===== src/rtl/wb_arbiter.sv =====
// Round-robin N:1 Wishbone arbiter. Grant is held for the winner's whole cyc tenure, and a
// per-transfer watchdog turns a stalled transfer into a bus error.
module wb_arbiter #(
    parameter int unsigned N             = 2,
    parameter int unsigned TimeoutCycles = 255
) (
    input  logic            clk_i,
    input  logic            rst_i,

    // Upstream masters, packed by index
    input  logic [N*32-1:0] m_addr_i,
    input  logic [N*32-1:0] m_wdata_i,
    input  logic [N*4-1:0]  m_sel_i,
    input  logic [N-1:0]    m_we_i,
    input  logic [N-1:0]    m_cyc_i,
    input  logic [N-1:0]    m_stb_i,
    output logic [N*32-1:0] m_rdata_o,
    output logic [N-1:0]    m_ack_o,
    output logic [N-1:0]    m_err_o,

    // Downstream port to the interconnect
    output logic [31:0]     s_addr_o,
    output logic [31:0]     s_wdata_o,
    output logic [3:0]      s_sel_o,
    output logic            s_we_o,
    output logic            s_cyc_o,
    output logic            s_stb_o,
    input  logic [31:0]     s_rdata_i,
    input  logic            s_ack_i,
    input  logic            s_err_i
);

    localparam int unsigned IdxW = (N > 1) ? $clog2(N) : 1;
    localparam int unsigned CntW = (TimeoutCycles > 0) ? $clog2(TimeoutCycles + 1) : 1;
    localparam logic        WdEn = (TimeoutCycles > 0);

    typedef enum logic {StIdle, StBusy} state_e;

    state_e          state_q, state_d;
    logic [IdxW-1:0] grant_q, grant_d;
    logic [IdxW-1:0] last_grant_q, last_grant_d;
    logic [CntW-1:0] wd_cnt_q, wd_cnt_d;

    logic [N-1:0]    req;
    logic            win_found;
    logic [IdxW-1:0] win_idx;
    logic [IdxW:0]   cand;

    logic [31:0]     g_addr, g_wdata;
    logic [3:0]      g_sel;
    logic            g_we, g_cyc, g_stb;
    logic            stalled, timeout;

    assign req = m_cyc_i & m_stb_i;

    // Scan last_grant+1, last_grant+2, ... modulo N; first requester wins.
    always_comb begin
        win_found = 1'b0;
        win_idx   = last_grant_q;
        cand      = '0;
        for (int unsigned k = 1; k <= N; k++) begin
            cand = {1'b0, last_grant_q} + (IdxW+1)'(k);
            if (cand >= (IdxW+1)'(N)) begin
                cand = cand - (IdxW+1)'(N);
            end
            if (!win_found && req[cand[IdxW-1:0]]) begin
                win_found = 1'b1;
                win_idx   = cand[IdxW-1:0];
            end
        end
    end

    always_comb begin
        g_addr  = '0;
        g_wdata = '0;
        g_sel   = '0;
        g_we    = 1'b0;
        g_cyc   = 1'b0;
        g_stb   = 1'b0;
        for (int i = 0; i < int'(N); i++) begin
            if (grant_q == IdxW'(i)) begin
                g_addr  = m_addr_i[i*32 +: 32];
                g_wdata = m_wdata_i[i*32 +: 32];
                g_sel   = m_sel_i[i*4 +: 4];
                g_we    = m_we_i[i];
                g_cyc   = m_cyc_i[i];
                g_stb   = m_stb_i[i];
            end
        end
    end

    // An ack or err arriving in the limit cycle wins over the timeout.
    assign stalled = (state_q == StBusy) && g_stb && !s_ack_i && !s_err_i;
    assign timeout = WdEn && stalled && (wd_cnt_q == CntW'(TimeoutCycles - 1));

    always_ff @(posedge clk_i or posedge rst_i) begin
        if (rst_i) begin
            state_q      <= StIdle;
            grant_q      <= '0;
            last_grant_q <= IdxW'(N - 1);
            wd_cnt_q     <= '0;
        end else begin
            state_q      <= state_d;
            grant_q      <= grant_d;
            last_grant_q <= last_grant_d;
            wd_cnt_q     <= wd_cnt_d;
        end
    end

    always_comb begin
        state_d      = state_q;
        grant_d      = grant_q;
        last_grant_d = last_grant_q;
        unique case (state_q)
            StIdle: begin
                if (win_found) begin
                    state_d      = StBusy;
                    grant_d      = win_idx;
                    last_grant_d = win_idx;
                end
            end
            StBusy: begin
                if (!g_cyc) begin
                    state_d = StIdle;
                end
            end
            default: state_d = StIdle;
        endcase

        if (!WdEn || timeout || !stalled) begin
            wd_cnt_d = '0;
        end else begin
            wd_cnt_d = wd_cnt_q + CntW'(1);
        end
    end

    always_comb begin
        s_addr_o  = '0;
        s_wdata_o = '0;
        s_sel_o   = '0;
        s_we_o    = 1'b0;
        s_cyc_o   = 1'b0;
        s_stb_o   = 1'b0;
        m_rdata_o = '0;
        m_ack_o   = '0;
        m_err_o   = '0;
        if (state_q == StBusy) begin
            s_addr_o  = g_addr;
            s_wdata_o = g_wdata;
            s_sel_o   = g_sel;
            s_we_o    = g_we;
            s_cyc_o   = g_cyc & ~timeout;
            s_stb_o   = g_stb & ~timeout;
            for (int i = 0; i < int'(N); i++) begin
                if (grant_q == IdxW'(i)) begin
                    m_rdata_o[i*32 +: 32] = s_rdata_i;
                    m_ack_o[i]            = s_ack_i;
                    m_err_o[i]            = s_err_i | timeout;
                end
            end
        end
    end

endmodule


===== config.mk =====
export PLATFORM = sky130hd
export DESIGN_NAME = wb_arbiter
export DESIGN_NICKNAME = d
export VERILOG_FILES = /design/src/rtl/wb_arbiter.sv
export SDC_FILE = /design/constraint.sdc
export NUM_CORES = 1
export LEC_CHECK = 0
export CORE_AREA = 8 8 116 118
export CTS_CLUSTER_SIZE = 40
export DETAILED_ROUTE_END_ITERATION = 6
export DIE_AREA = 0 0 124 126
export HOLD_SLACK_MARGIN = 0.1
export PLACE_DENSITY = 0.68
export SETUP_SLACK_MARGIN = 0.2
export SLEW_MARGIN = 20
export SYNTH_ARGS = -nofsm -noshare
export SYNTH_HDL_FRONTEND = slang
export SYNTH_SLANG_ARGS = --single-unit

===== constraint.sdc =====
create_clock -name clk_i -period 3 [get_ports clk_i]
set_input_delay 0.6 -clock clk_i [delete_from_list [all_inputs] [get_ports clk_i]]
set_output_delay 0.6 -clock clk_i [all_outputs]
set_load 0.005 [all_outputs]

==> results.json <==
{
  "syn_inst": 297,
  "maxSlewViolCount": 0,
  "yosysUniqueCellTypes": 35,
  "final_layout_size_suffix_gt1_share_pct": 4.01,
  "wl_um": 15000,
  "post-route-period-util_pct": 90.6,
  "die_x_um": 124,
  "cts_max_path_buffers": 2,
  "ir_drop_uv": 627,
  "cp_common_cell": "clkdlybuf4s50_1",
  "rows": 40,
  "endpoint_kind": "output port",
  "seq_power_share_pct": 7.3,
  "synthMuxAreaShare_pct": 31.0,
  "clock-sinks": 11,
  "outcome": "completed",
  "synth_xor_area_share_pct": 1.14,
  "root_buffer": "clkbuf_16",
  "rsz0062_at_grt": "yes",
  "crit_chain": "clkdlybuf4s50_1, nor3b_2, a41oi_2, nor2b_1, clkdlybuf4s50_1",
  "synthArstFlopShare_pct": 100,
  "port_buffers": 316,
  "arrival_ns": 2.12,
  "relSlewSlack_pct": 56.5,
  "seq_area_frac_synth_pct": 12.0,
  "wl_per_cell_um": 20.1,
  "grt_pass1_wl_um": 21100,
  "numCtsBuffers": 3,
  "synth-simple-area-share_pct": 44.3,
  "fin_skew_ns": 0.00115,
  "nFillCells": 1122,
  "seq_area_um2": 282,
  "p_sw_share_pct": 37.5,
  "num_io_pins": 317,
  "critPathRequiredTime_ns": 2.40,
  "max_cap_viol_count": 0,
  "cp_max_fo": 3,
  "via_per_inst": 4.42,
  "grt_pass1_vias": 3310,
  "grt_max_degree": 84,
  "slowest_stage": "clkdlybuf4s50_1",
  "cts_setup_buffers": 0,
  "gp_congestion": 0.857,
  "synth_seq_cells": 11,
  "path_clk_slew_ns": 0.04,
  "synth_compound_area_share_pct": 4.85,
  "synth_edf_count": 0,
  "multiInputGateArea_um2": 1900,
  "finalHoldViolCount": 0,
  "syn_area_per_cell_um2": 7.73,
  "insertion_delay_ns": 0.24,
  "syn_to_final_growth_pct": 148,
  "setup_viol": 0,
  "antenna_found_initial": 1,
  "synth_top_family_by_area": "simple AND/OR/NAND/NOR gates",
  "route.vias.total": 3301,
  "core-area_um2": 11700,
  "fin_setup_tns_ns": 0,
  "cp-start-kind": "input port",
  "cts_tree": "yes",
  "hold_slack_ns": 0.511,
  "syn_nets": 477,
  "drtIter0Drc": 177,
  "syn_area_um2": 2300,
  "p_clk_share_pct": 7.2,
  "critPathKind": "input port to output port",
  "remaining_drc_errors": 0,
  "hp-class": "flop to flop",
  "period_minus_slack_ns": 2.72,
  "ys_warn_count": 0,
  "htreeDepth": 1,
  "grt_use_total_pct": 17.4,
  "synth-main-ff-cell": "dfrtp_1",
  "die_h_um": 126,
  "dr.pass1.iters": 4,
  "p_sw_w": 0.00126,
  "power.density_nw_per_um2": 590,
  "synthAdderAreaFrac_pct": 1.09,
  "hpwl_um": 12600,
  "max_stage_delay_ns": 0.51,
  "nets": 779,
  "p_leak_nw": 2.37,
  "initial_utilization_pct": 19.6,
  "max_freq_mhz": 368,
  "die_area_um2": 15600,
  "pwr-share-comb_pct": 85.5,
  "gr-total-overflow": 0,
  "p_int_w": 0.00210,
  "drtAntennaViolNets": 0,
  "worst_pin_slew_ns": 0.653
}
-- logic make-up after synthesis --
| kind of cell | count (synthesis) |
|---|---|
| AO/OA/AOI/OAI | 16 |
| XOR/XNOR | 3 |
| adder cells (fa/ha/maj) | 2 |
| buffers and inverters | 29 |
| flip-flops | 11 |
| multiplexers | 71 |
| AND/OR/NAND/NOR | 165 |
-- flip-flops by register name (all words and copies together), names as in the netlist --
name	flops
grant_q	1
state_q	1
wd_cnt_q	8
last_grant_q	1
-- stage by stage --
| step | power [W] | util, % | instances | setup WS (ns) | instance area [um2] |
|---|---|---|---|---|---|
| floorplan | 0.00150 | - | 297 | 1.08 | 2300 |
| global placement | 0.00313 | 47.9 | 741 | 0.236 | 5600 |
| detailed placement | 0.00315 | 47.9 | 741 | 0.180 | 5600 |
| CTS | 0.00340 | 48.5 | 745 | 0.214 | 5680 |
| global route | 0.00358 | 48.7 | 746 | 0.194 | 5700 |
| finish | 0.00336 | 48.7 | 746 | 0.281 | 5700 |
-- final timing paths --
path | slack, ns | cells past startpoint | endpoint | startpoint
max in group asynchronous | 2.02 | 2 | grant_q | rst_i
max | 0.28 | 5 | m_err_o[0] | s_ack_i
min in group asynchronous | 0.66 | 2 | wd_cnt_q[5] | rst_i
max reg2reg | 1.35 | 5 | wd_cnt_q[3] | wd_cnt_q[0]
min | 0.51 | 2 | last_grant_q | last_grant_q
min reg2reg | 0.51 | 2 | last_grant_q | last_grant_q
-- cell usage after synthesis (all sizes together) (2+ instances only) --
| library cell | number | share of area, % |
|---|---|---|
| nand3 | 5 | 1.3 |
| inv | 2 | 0.33 |
| clkbuf | 18 | 2.9 |
| o31ai | 2 | 0.65 |
| mux2 | 2 | 0.98 |
| o21ai | 2 | 0.44 |
| a21oi | 6 | 1.5 |
| xor2 | 2 | 0.76 |
| and2 | 33 | 9.0 |
| dfrtp | 10 | 11 |
| nor2 | 3 | 0.49 |
| mux2i | 69 | 30 |
| and3 | 34 | 9.3 |
| o311a | 2 | 0.87 |
| nor2b | 71 | 19 |
| buf | 9 | 2.3 |
| nor3 | 7 | 1.5 |
| ha | 2 | 1.1 |
| nand2 | 7 | 1.3 |
-- cells in the final DEF (no fill, tap or decap), types with 2 or more instances in the layout --
| cell | instances |
|---|---|
| nor2b_1 | 70 |
| a21oi_1 | 5 |
| nand2_1 | 6 |
| nor2_1 | 3 |
| xor2_1 | 2 |
| nand3_1 | 4 |
| o31ai_1 | 2 |
| o21ai_0 | 2 |
| and2_1 | 33 |
| ha_1 | 2 |
| buf_4 | 5 |
| clkbuf_16 | 3 |
| mux2_2 | 2 |
| dfrtp_1 | 8 |
| o311a_1 | 2 |
| nor3_1 | 7 |
| clkdlybuf4s50_1 | 314 |
| buf_6 | 2 |
| inv_1 | 2 |
| and3_1 | 33 |
| mux2i_1 | 69 |
-- final cells by class --
type,instances,area share [%]
Clock buffer,4,1.38
Timing Repair Buffer,324,56.9
Tap cell,147,3.23
Multi-Input combinational cell,257,33.4
Sequential cell,11,4.94
Inverter,2,0.132
Antenna cell,1,0.0439
-- power groups by stage --
stage	clock [W]	sequential, W	combinational (W)
6_report	0.000242	0.000246	0.00287
5_1_grt	0.000256	0.000255	0.00307
4_1_cts	0.000247	0.000245	0.00291
3_5_place_dp	0	0.000247	0.00290
3_3_place_gp	0	0.000246	0.00288
2_1_floorplan	0	0.000188	0.00132
-- worst max-delay path: cells and delay by family --
family | cells | cell delay [ns]
buffers and inverters | 2 | 0.96
AND/OR/NAND/NOR | 2 | 0.41
AO/OA/AOI/OAI | 1 | 0.15
-- what timing repair did --
| item | 4_1_cts | 5_1_grt |
|---|---|---|
| resized for setup | 1 | 4 |
| setup endpoints to repair | 2 | 5 |
| hold endpoints to repair | 0 | 0 |
| pin swaps | 1 | 2 |
| hold buffers | 0 | 0 |
-- routing by layer --
metal / vias to the layer above / track usage (%) / part of all wire [%]
met5: - / 0 / 0
met4: 0 / 2.10 / 0.95
met3: 9 / 5.09 / 10
met2: 147 / 32.8 / 53
met1: 1517 / 18.8 / 36
li1: 1628 / - / -
Note: power is estimated with default switching activity, not from simulation.
